**src/rtl/led_arbiter_pkg.sv**
```systemverilog
// rtl/led_arbiter_pkg.sv - shared types, default constants and helpers for the LED bank arbiter
package led_arb_pkg;

   typedef enum logic {
      IDLE  = 1'b0,
      OWNED = 1'b1
   } state_t;

   localparam int NREQ_DEF  = 4;
   localparam int W_DEF     = 8;
   localparam int DWELL_DEF = 1024;

   // Round-robin successor of idx among n requesters.
   function automatic int rr_next(input int idx, input int n);
      return (idx + 1) % n;
   endfunction

endpackage

```
**src/rtl/led_arbiter_if.sv**
```systemverilog
// rtl/led_arbiter_if.sv - request/data/grant bundle between requesters and the LED bank arbiter
interface led_arbiter_if #(
   parameter int NREQ = led_arb_pkg::NREQ_DEF,
   parameter int W    = led_arb_pkg::W_DEF
) ();

   logic [NREQ-1:0]   req;
   logic [NREQ*W-1:0] data;
   logic [NREQ-1:0]   grant;
   logic [W-1:0]      d_out;
   logic              busy;

   modport master (
      output req,
      output data,
      input  grant,
      input  d_out,
      input  busy
   );

   modport slave (
      input  req,
      input  data,
      output grant,
      output d_out,
      output busy
   );

endinterface

```
**src/rtl/led_arbiter_rr_pick.sv**
```systemverilog
// rtl/led_arbiter_rr_pick.sv - combinational round-robin picker with exclude mask
module rr_pick #(
   parameter int NREQ = 4,
   parameter int IW   = $clog2(NREQ)
) (
   input  logic [NREQ-1:0] req,
   input  logic [IW-1:0]   start,
   input  logic [NREQ-1:0] excl,
   output logic [NREQ-1:0] winner,
   output logic            valid
);

   int idx;

   // First eligible requester at or after start, wrapping modulo NREQ.
   always_comb begin
      winner = '0;
      valid  = 1'b0;
      idx    = 0;
      for (int k = 0; k < NREQ; k++) begin
         idx = (int'(start) + k) % NREQ;
         if (!valid && req[IW'(idx)] && !excl[IW'(idx)]) begin
            winner[IW'(idx)] = 1'b1;
            valid            = 1'b1;
         end
      end
   end

endmodule

```
**src/rtl/led_arbiter.sv**
```systemverilog
// rtl/led_arbiter.sv - round-robin LED/GPIO bank arbiter with minimum-dwell pre-emption
module led_arbiter
   import led_arb_pkg::*;
#(
   parameter int NREQ  = NREQ_DEF,
   parameter int W     = W_DEF,
   parameter int DWELL = DWELL_DEF
) (
   input  logic          clk,
   input  logic          rst,
   led_arbiter_if.slave  bus
);

   localparam int IW = $clog2(NREQ);
   localparam int CW = $clog2(DWELL);
   localparam logic [CW-1:0] DWELL_MAX = CW'(DWELL - 1);
   localparam logic [IW-1:0] LAST_RST  = IW'(NREQ - 1);

   state_t          state_q, state_d;
   logic [NREQ-1:0] grant_q, grant_d;
   logic [W-1:0]    d_out_q, d_out_d;
   logic            busy_q, busy_d;
   logic [CW-1:0]   dwell_q, dwell_d;
   logic [IW-1:0]   last_q, last_d;

   logic [IW-1:0]   start_idx;
   logic [NREQ-1:0] excl_mask;
   logic [NREQ-1:0] pick_oh;
   logic            pick_valid;
   logic [IW-1:0]   pick_idx;
   logic            owner_req;

   // last always equals the owner while OWNED, so the search naturally begins after the owner.
   assign start_idx = IW'(rr_next(int'(last_q), NREQ));
   assign excl_mask = (state_q == OWNED) ? grant_q : '0;
   assign owner_req = |(bus.req & grant_q);

   rr_pick #(
      .NREQ (NREQ),
      .IW   (IW)
   ) u_pick (
      .req    (bus.req),
      .start  (start_idx),
      .excl   (excl_mask),
      .winner (pick_oh),
      .valid  (pick_valid)
   );

   always_comb begin
      pick_idx = '0;
      for (int i = 0; i < NREQ; i++) begin
         if (pick_oh[i]) begin
            pick_idx = IW'(i);
         end
      end
   end

   always_comb begin
      state_d = state_q;
      grant_d = grant_q;
      dwell_d = dwell_q;
      last_d  = last_q;
      case (state_q)
         IDLE: begin
            if (pick_valid) begin
               state_d = OWNED;
               grant_d = pick_oh;
               dwell_d = '0;
               last_d  = pick_idx;
            end
         end
         OWNED: begin
            if (!owner_req || (dwell_q == DWELL_MAX)) begin
               if (pick_valid) begin
                  grant_d = pick_oh;
                  dwell_d = '0;
                  last_d  = pick_idx;
               end else if (!owner_req) begin
                  state_d = IDLE;
                  grant_d = '0;
                  dwell_d = '0;
               end
               // Otherwise the owner keeps the bank and dwell stays saturated.
            end else begin
               dwell_d = dwell_q + CW'(1);
            end
         end
         default: begin
            state_d = IDLE;
            grant_d = '0;
            dwell_d = '0;
         end
      endcase
   end

   // Output bank follows the next owner's pattern as sampled on this edge.
   always_comb begin
      d_out_d = '0;
      for (int i = 0; i < NREQ; i++) begin
         if (grant_d[i]) begin
            d_out_d = bus.data[i*W +: W];
         end
      end
      busy_d = |grant_d;
   end

   always_ff @(posedge clk) begin
      if (rst) begin
         state_q <= IDLE;
         grant_q <= '0;
         d_out_q <= '0;
         busy_q  <= 1'b0;
         dwell_q <= '0;
         last_q  <= LAST_RST;
      end else begin
         state_q <= state_d;
         grant_q <= grant_d;
         d_out_q <= d_out_d;
         busy_q  <= busy_d;
         dwell_q <= dwell_d;
         last_q  <= last_d;
      end
   end

   assign bus.grant = grant_q;
   assign bus.d_out = d_out_q;
   assign bus.busy  = busy_q;

endmodule

```
**src/flat_wrapper.sv**
```systemverilog
// flat-port wrapper written by rule: the top's interface ports become plain ports
module led_arbiter_flat import led_arb_pkg::*;
#(
   parameter int NREQ  = NREQ_DEF,
   parameter int W     = W_DEF,
   parameter int DWELL = DWELL_DEF
)
  (clk, rst, bus_req, bus_data, bus_grant, bus_d_out, bus_busy);
  led_arbiter_if #(.NREQ(NREQ), .W(W)) bus_i ();
  input  logic clk;
  input  logic rst;
  input wire logic [$bits(bus_i.req)-1:0] bus_req;
  input wire logic [$bits(bus_i.data)-1:0] bus_data;
  output wire logic [$bits(bus_i.grant)-1:0] bus_grant;
  output wire logic [$bits(bus_i.d_out)-1:0] bus_d_out;
  output wire logic [$bits(bus_i.busy)-1:0] bus_busy;
  assign bus_i.req = bus_req;
  assign bus_i.data = bus_data;
  assign bus_grant = bus_i.grant;
  assign bus_d_out = bus_i.d_out;
  assign bus_busy = bus_i.busy;
  led_arbiter #(.NREQ(NREQ), .W(W), .DWELL(DWELL)) u_core (.clk(clk), .rst(rst), .bus(bus_i));
endmodule
```
**config.mk**
```make
export PLATFORM = sky130hd
export DESIGN_NAME = led_arbiter_flat
export DESIGN_NICKNAME = d
export VERILOG_FILES = /design/src/rtl/led_arbiter_pkg.sv /design/src/rtl/led_arbiter_if.sv /design/src/rtl/led_arbiter_rr_pick.sv /design/src/rtl/led_arbiter.sv /design/src/flat_wrapper.sv
export SDC_FILE = /design/constraint.sdc
export NUM_CORES = 1
export LEC_CHECK = 0
export CORE_MARGIN = 4
export CORE_UTILIZATION = 27
export DETAILED_ROUTE_END_ITERATION = 6
export MAX_ROUTING_LAYER = met4
export RECOVER_POWER = 100
export SYNTH_ARGS = -nofsm -noshare
export SYNTH_HDL_FRONTEND = slang
export SYNTH_SLANG_ARGS = --single-unit
```
**constraint.sdc**
```tcl
create_clock -name clk -period 4.8 [get_ports clk]
set_clock_uncertainty 0.2 [all_clocks]
set_input_delay 0.96 -clock clk [delete_from_list [all_inputs] [get_ports clk]]
set_output_delay 0.96 -clock clk [all_outputs]
set_load 0.1 [all_outputs]
```
Word level (Yosys, flattened, before mapping)
Index checks and enable logic that the tools add are counted.
Cells by class
  $add $sub $neg: 5
  $mul: 0
  div/mod/pow operators: 0
  $lt $le $gt $ge: 8
  eq/ne operators: 4
  shift operators: 0
  mux-type cells: 66
  bitwise logic cells: 5
  reduce and logical (&&, ||, !) cells: 23
Operators with widths (number)
  two-way mux 10 bit: 4
  two-way mux 4 bit: 9
  two-way mux 8 bit: 4
  two-way mux 1 bit: 29
  one-hot mux 10 bit (2 select lines): 1
  binary-select mux 1 bit (select 2 bit): 8
  < comparator 2 x 4 -> 1 bit, second input constant: 4
  bitwise OR 4 bit: 3
  logical AND 1 bit: 11
  adder 10 x 1 -> 10 bit, second input constant: 1
  equality test 10 bit, second input constant: 1
  demux 1 bit (select 2 bit): 4
  greater-or-equal comparator 2 x 1 -> 1 bit, second input constant: 4
  zero test 1 bit: 8
  two-way mux 2 bit: 4
  one-hot mux 4 bit (2 select lines): 1
  OR reduction 4 bit: 2
  adder 2 x 1 -> 2 bit, second input constant: 2
  adder 2 bit, second input constant: 2
  bitwise AND 4 bit: 1
  != test 4 bit, second input constant: 1
  one-hot mux 2 bit (2 select lines): 1
  != test 2 x 1 -> 1 bit, second input constant: 1
  != test 2 bit, second input constant: 1
  other kinds (4): 4
Word-level totals
  bits in registers: 26
  latch bits: 0
  RAM bits: 0
  memory bits (read-only): 0
  input bits: 38
  output and inout port bits: 13
  word-level logic and storage cells: 117
  memories kept: 0

Logic depth before layout (Yosys ltp)
  depth after elaboration: 26
  depth in mapped cells: 12
  gate-level depth less buffers: 10

Modules after synthesis
Synthesis repeated with hierarchy kept, for this count alone.
Unflattened totals
  cells, all modules: 222
  area total of the unflattened synthesis: 1981.9 um2
Modules (own cells, without submodules)
  led_arbiter: instances 1, cells each 166, area an instance 1451.4 um2, seq. area each 520.5 um2
  rr_pick: instances 1, cells each 56, area an instance 530.5 um2, seq. area each 0.0 um2

Least setup slack after synthesis
OpenSTA, ideal clock, no wires.
  kind: register -> register
  from: register u_core.grant_q[0] (netlist: u_core.bus.grant[0])
  to: register u_core.d_out_q[0] (netlist: u_core.bus.d_out[0])
  library setup time: 0.082 ns
  arrival time: 3.023 ns
  data required time: 4.518 ns
  slack: 1.495 ns
  stages on the path, launching flop included: 9
  path buffers: 1
  period minus slack after synthesis: 3.305 ns
  path through: dfxtp_1 a21boi_0 mux2i_1 o2111ai_1 a32oi_2 a2bb2oi_2 or3b_1 buf_4 o221ai_2
Between the ends
  word-level cells in the longest chain between the ends: 26
  elaborated cells on any way between the ends: 51
  classes of those cells: 30 x mux; 4 x bitwise; 17 x reduce/logical
Ends and longest elaborated chain
  from (decl): RTL line led_arbiter.sv:20  | logic [NREQ-1:0] grant_q, grant_d;
  from (signal assigned): RTL line led_arbiter.sv:117  | grant_q <= grant_d;
  two-way mux 4 bit: RTL line led_arbiter.sv:35  | assign excl_mask = (state_q == OWNED) ? grant_q : '0;
  binary-select mux 1 bit (select 2 bit): RTL line led_arbiter_rr_pick.sv:22  | if (!valid && req[IW'(idx)] && !excl[IW'(idx)]) begin
  two-way mux 1 bit (implied by the code) (2 in a row): RTL line led_arbiter_rr_pick.sv:22
  zero test 1 bit: RTL line led_arbiter_rr_pick.sv:22
  logical AND 1 bit: RTL line led_arbiter_rr_pick.sv:22
  two-way mux 1 bit: RTL line led_arbiter_rr_pick.sv:22
  zero test 1 bit: RTL line led_arbiter_rr_pick.sv:22
  logical AND 1 bit (2 in a row): RTL line led_arbiter_rr_pick.sv:22
  [5 not listed]
  zero test 1 bit: RTL line led_arbiter_rr_pick.sv:22
  logical AND 1 bit (2 in a row): RTL line led_arbiter_rr_pick.sv:22
  two-way mux 4 bit or two-way mux 1 bit (tied branches): RTL line led_arbiter_rr_pick.sv:22
  two-way mux 4 bit: RTL line led_arbiter.sv:74  | if (pick_valid) begin
  two-way mux 4 bit: RTL line led_arbiter.sv:73  | if (!owner_req || (dwell_q == DWELL_MAX)) begin
  one-hot mux 4 bit (2 select lines) *: RTL line led_arbiter.sv:63  | case (state_q)
  two-way mux 8 bit (3 in a row): RTL line led_arbiter.sv:100  | if (grant_d[i]) begin
  two-way mux 8 bit *: RTL line led_arbiter.sv:100
  to (signal assigned): RTL line led_arbiter.sv:118  | d_out_q <= d_out_d;
  to (decl): RTL line led_arbiter.sv:21  | logic [W-1:0] d_out_q, d_out_d;
Mark *: on every way between the ends. The rest lies on a longest branch, timed or not. The select of a mux whose other input is x is not followed.
A chain may end at the register's enable or synchronous reset.

Worst setup path in the final report
  from: input bus_req[3]
  to: register u_core.dwell_q[7]
Between the ends
  word-level cells in the longest chain between the ends: 20
  elaborated cells on any way between the ends: 36
  classes of those cells: 2 x eq/ne; 19 x mux; 1 x bitwise; 14 x reduce/logical
Ends and longest elaborated chain
  from (decl): RTL line flat_wrapper.sv:12  | input wire logic [$bits(bus_i.req)-1:0] bus_req;
  binary-select mux 1 bit (select 2 bit): RTL line led_arbiter_rr_pick.sv:22
  two-way mux 1 bit (implied by the code) (2 in a row): RTL line led_arbiter_rr_pick.sv:22
  logical AND 1 bit: RTL line led_arbiter_rr_pick.sv:22
  two-way mux 1 bit: RTL line led_arbiter_rr_pick.sv:22
  zero test 1 bit: RTL line led_arbiter_rr_pick.sv:22
  logical AND 1 bit (2 in a row): RTL line led_arbiter_rr_pick.sv:22
  two-way mux 1 bit: RTL line led_arbiter_rr_pick.sv:22
  zero test 1 bit: RTL line led_arbiter_rr_pick.sv:22
  logical AND 1 bit (2 in a row): RTL line led_arbiter_rr_pick.sv:22
  two-way mux 1 bit: RTL line led_arbiter_rr_pick.sv:22
  zero test 1 bit: RTL line led_arbiter_rr_pick.sv:22
  logical AND 1 bit (2 in a row): RTL line led_arbiter_rr_pick.sv:22
  two-way mux 1 bit: RTL line led_arbiter_rr_pick.sv:22
  two-way mux 10 bit: RTL line led_arbiter.sv:74
  two-way mux 10 bit: RTL line led_arbiter.sv:73
  one-hot mux 10 bit (2 select lines): RTL line led_arbiter.sv:63
  to (signal assigned): RTL line led_arbiter.sv:120  | dwell_q <= dwell_d;
  to (decl): RTL line led_arbiter.sv:23  | logic [CW-1:0] dwell_q, dwell_d;
Several ways; a longest one is shown, not always the timed one. The select of a mux whose other input is x is not followed.

==> flow_summary.ini <==
[final_layout]
final_cells = 377
final_common_cell = clkdlybuf4s50_1
final_cell_mix = clkdlybuf4s50_1, nand2_1, nor2_1
syn_to_final_growth_pct = 29.5
final_nets = 327
utilization_pct = 35.9
drive_gt1_share_pct = 7.91
antenna_cells = 0

[power]
finalPower_uw = 1580
peakVddDrop_mv = 0.315
leakagePower_uw = 0.00100
powerDensity_nw_per_um2 = 612

[hold_path]
min_path_type = flop to flop

[timing]
drv_slew = 0
slew_headroom_pct = 33.6
setup_tns_ns = 0
rsz0062_at_grt = false
hold_viol_final = 0
setup_viol = 0
max_freq_mhz = 253
worst_pin_slew_ns = 0.990
fin_crit_sh_pct = 82.3
min_period_ns = 3.95
hold_slack_ns = 0.333

[die]
initial_core_util_pct = 27.7
core_sq_um = 7210
dieHeight_um = 94.0
rows = 31
io-pin-count = 51
die_w_um = 94.0
dieArea_sq_um = 8840

[synth]
ys.flop_type = dfxtp_1
syn_inst = 233
synthesis.nets = 280
ys_seq_area_share_pct = 26.0
netlist_area_sq_um = 2000
synthDistinctLibCells = 63
ys_warn_count = 0
yosys_register_bits = 26
synth-edff-count = 0
synthArstFlopShare_pct = 0
syn_area_per_cell_sq_um = 8.58

[global_routing]
grt_pass1_vias = 1811
grt_pass1_wl_um = 8800
antenna_found_initial = 0
grt_start_max_net_pins = 18
grt_usage_pct = 12.5
globalRoute.totalOverflow = 0

[worst_setup_path]
cp-start-kind = primary input
crit_family = compound AO/OA/AOI/OAI gates
path_class = primary input to flop
cpPeakStageDelay_ns = 0.90
crit_chain = dlygate4sd3_1 -> a21boi_2 -> a22oi_1 -> o21ai_0 -> a211oi_1 -> nor3_1 -> and4_1 -> xnor2_1 -> nor2_1
slowest_stage = a211oi_1
worstPathArrival_ns = 3.90
critPathBufInv = 1
required_ns = 4.75
cp-end-kind = flop
crit_fanout = 8

[detailed_routing]
first_pass_iters = 4
wl_per_cell_um = 13.9
via_count = 1878
routed_wl_um = 5250
drc_errors = 0
ant_nets = 0
drt_iter0_markers = 103
vias_per_cell = 4.98

[status]
status = finished, final reports clean

[clock_network]
root_buffer = clkbuf_8
post_cts_resized = 0
path_clk_slew_ns = 0.08
clock_latency_ns = 0.27
cts_sinks = 26
htree_levels = 1
cts_tree = built
cts_setup_buffers = 0
cts_buffer_depth = 2
cts_hold_buffers = 0
cts_made_buffers = 3

[place]
io_buffers = 50
place_congestion = 0.874
dp_cells = 374
place_hpwl_um = 4100

[flow_run]
drv_cap = 0
layout make-up:
class / instances / area [sq um]
clock buffers: 3 / 41.3
repair buffers: 52 / 515
inverters: 12 / 45.0
multi-input cells: 185 / 1340
flip-flops and latches: 26 / 520
fillers: 769 / 4630
well taps: 99 / 124
synthesized netlist by cell type, types with 3 or more instances:
master	n	area (sq um)
a211o_1	4	35.0
a21oi_1	5	25.0
a22oi_1	3	22.5
and2_1	3	18.8
and3_1	3	18.8
and4_1	3	26.3
clkbuf_1	4	15.0
dfxtp_1	26	521
ha_1	9	113
inv_1	12	45.0
mux2i_1	12	120
nand2_1	27	101
nand2b_1	5	31.3
nand4_1	10	62.6
nand4b_1	3	26.3
nor2_1	27	101
nor2b_1	3	18.8
o211ai_1	3	22.5
o221ai_2	8	120
xnor2_1	4	35.0
xor2_1	4	35.0
registers in the layout, indices dropped and copies added (netlist names):
name	cells
u_core.bus.grant	4
u_core.bus.busy	1
u_core.bus.d_out	8
u_core.dwell_q	10
u_core.last_q	2
u_core.state_q	1
kinds of logic (layout without fill, tap and decap cells):
family / Yosys count / in the layout / share of synthesized area, %
xor gates and xnor gates: 8 / 8 / 3.51
muxes: 14 / 14 / 7.14
buffers and inverters: 22 / 67 / 4.82
AOI/OAI and AO/OA: 56 / 56 / 26.9
adders and majority gates: 9 / 9 / 5.64
and+or+nand+nor: 98 / 98 / 25.9
DFF: 26 / 26 / 26.0
per-stage QoR:
stage | area [sq um] | setup WS [ns]
after floorplan | 2000 | 1.50
after global placement | 2590 | 0.848
after detailed placement | 2590 | 0.793
after CTS | 2630 | 1.10
after global routing | 2590 | 0.470
final | 2590 | 0.849
tightest hold or removal path, cell delays in order, from the launching register on:
cell	delay, ns
dfxtp_1	0.36
xor2_1	0.07
nor2_1	0.07
report_power, final:
| group | switching, uW | total [uW] | leakage (uW) | internal [uW] |
|---|---|---|---|---|
| Combinational | 743 | 1150 | 0.000769 | 412 |
| Clock | 65.1 | 121 | 0.0000216 | 56.2 |
| Sequential | 41.3 | 307 | 0.000213 | 266 |
| Total | 849 | 1580 | 0.00100 | 734 |
metal layers:
| layer | track usage (%) | wire, um |
|---|---|---|
| met2 | 20.0 | 2470 |
| met5 | - | 0 |
| met1 | 17.0 | 2520 |
| met4 | 2.89 | 27 |
| met3 | 1.12 | 231 |
worst paths after layout:
| kind | slack (ns) | from | to | cells after the start |
|---|---|---|---|---|
| worst max-delay path | 0.85 | bus_req[3] | u_core.dwell_q[7]$_SDFFE_PP0P_ | 9 |
| worst max register to register | 1.16 | u_core.last_q[0]$_SDFFE_PP1P_ | u_core.dwell_q[7]$_SDFFE_PP0P_ | 11 |
| worst min register to register | 0.33 | u_core.dwell_q[9]$_SDFFE_PP0P_ | u_core.dwell_q[9]$_SDFFE_PP0P_ | 2 |
| worst min-delay path | 0.33 | u_core.dwell_q[9]$_SDFFE_PP0P_ | u_core.dwell_q[9]$_SDFFE_PP0P_ | 2 |
Note: power is estimated with default switching activity, not from simulation.
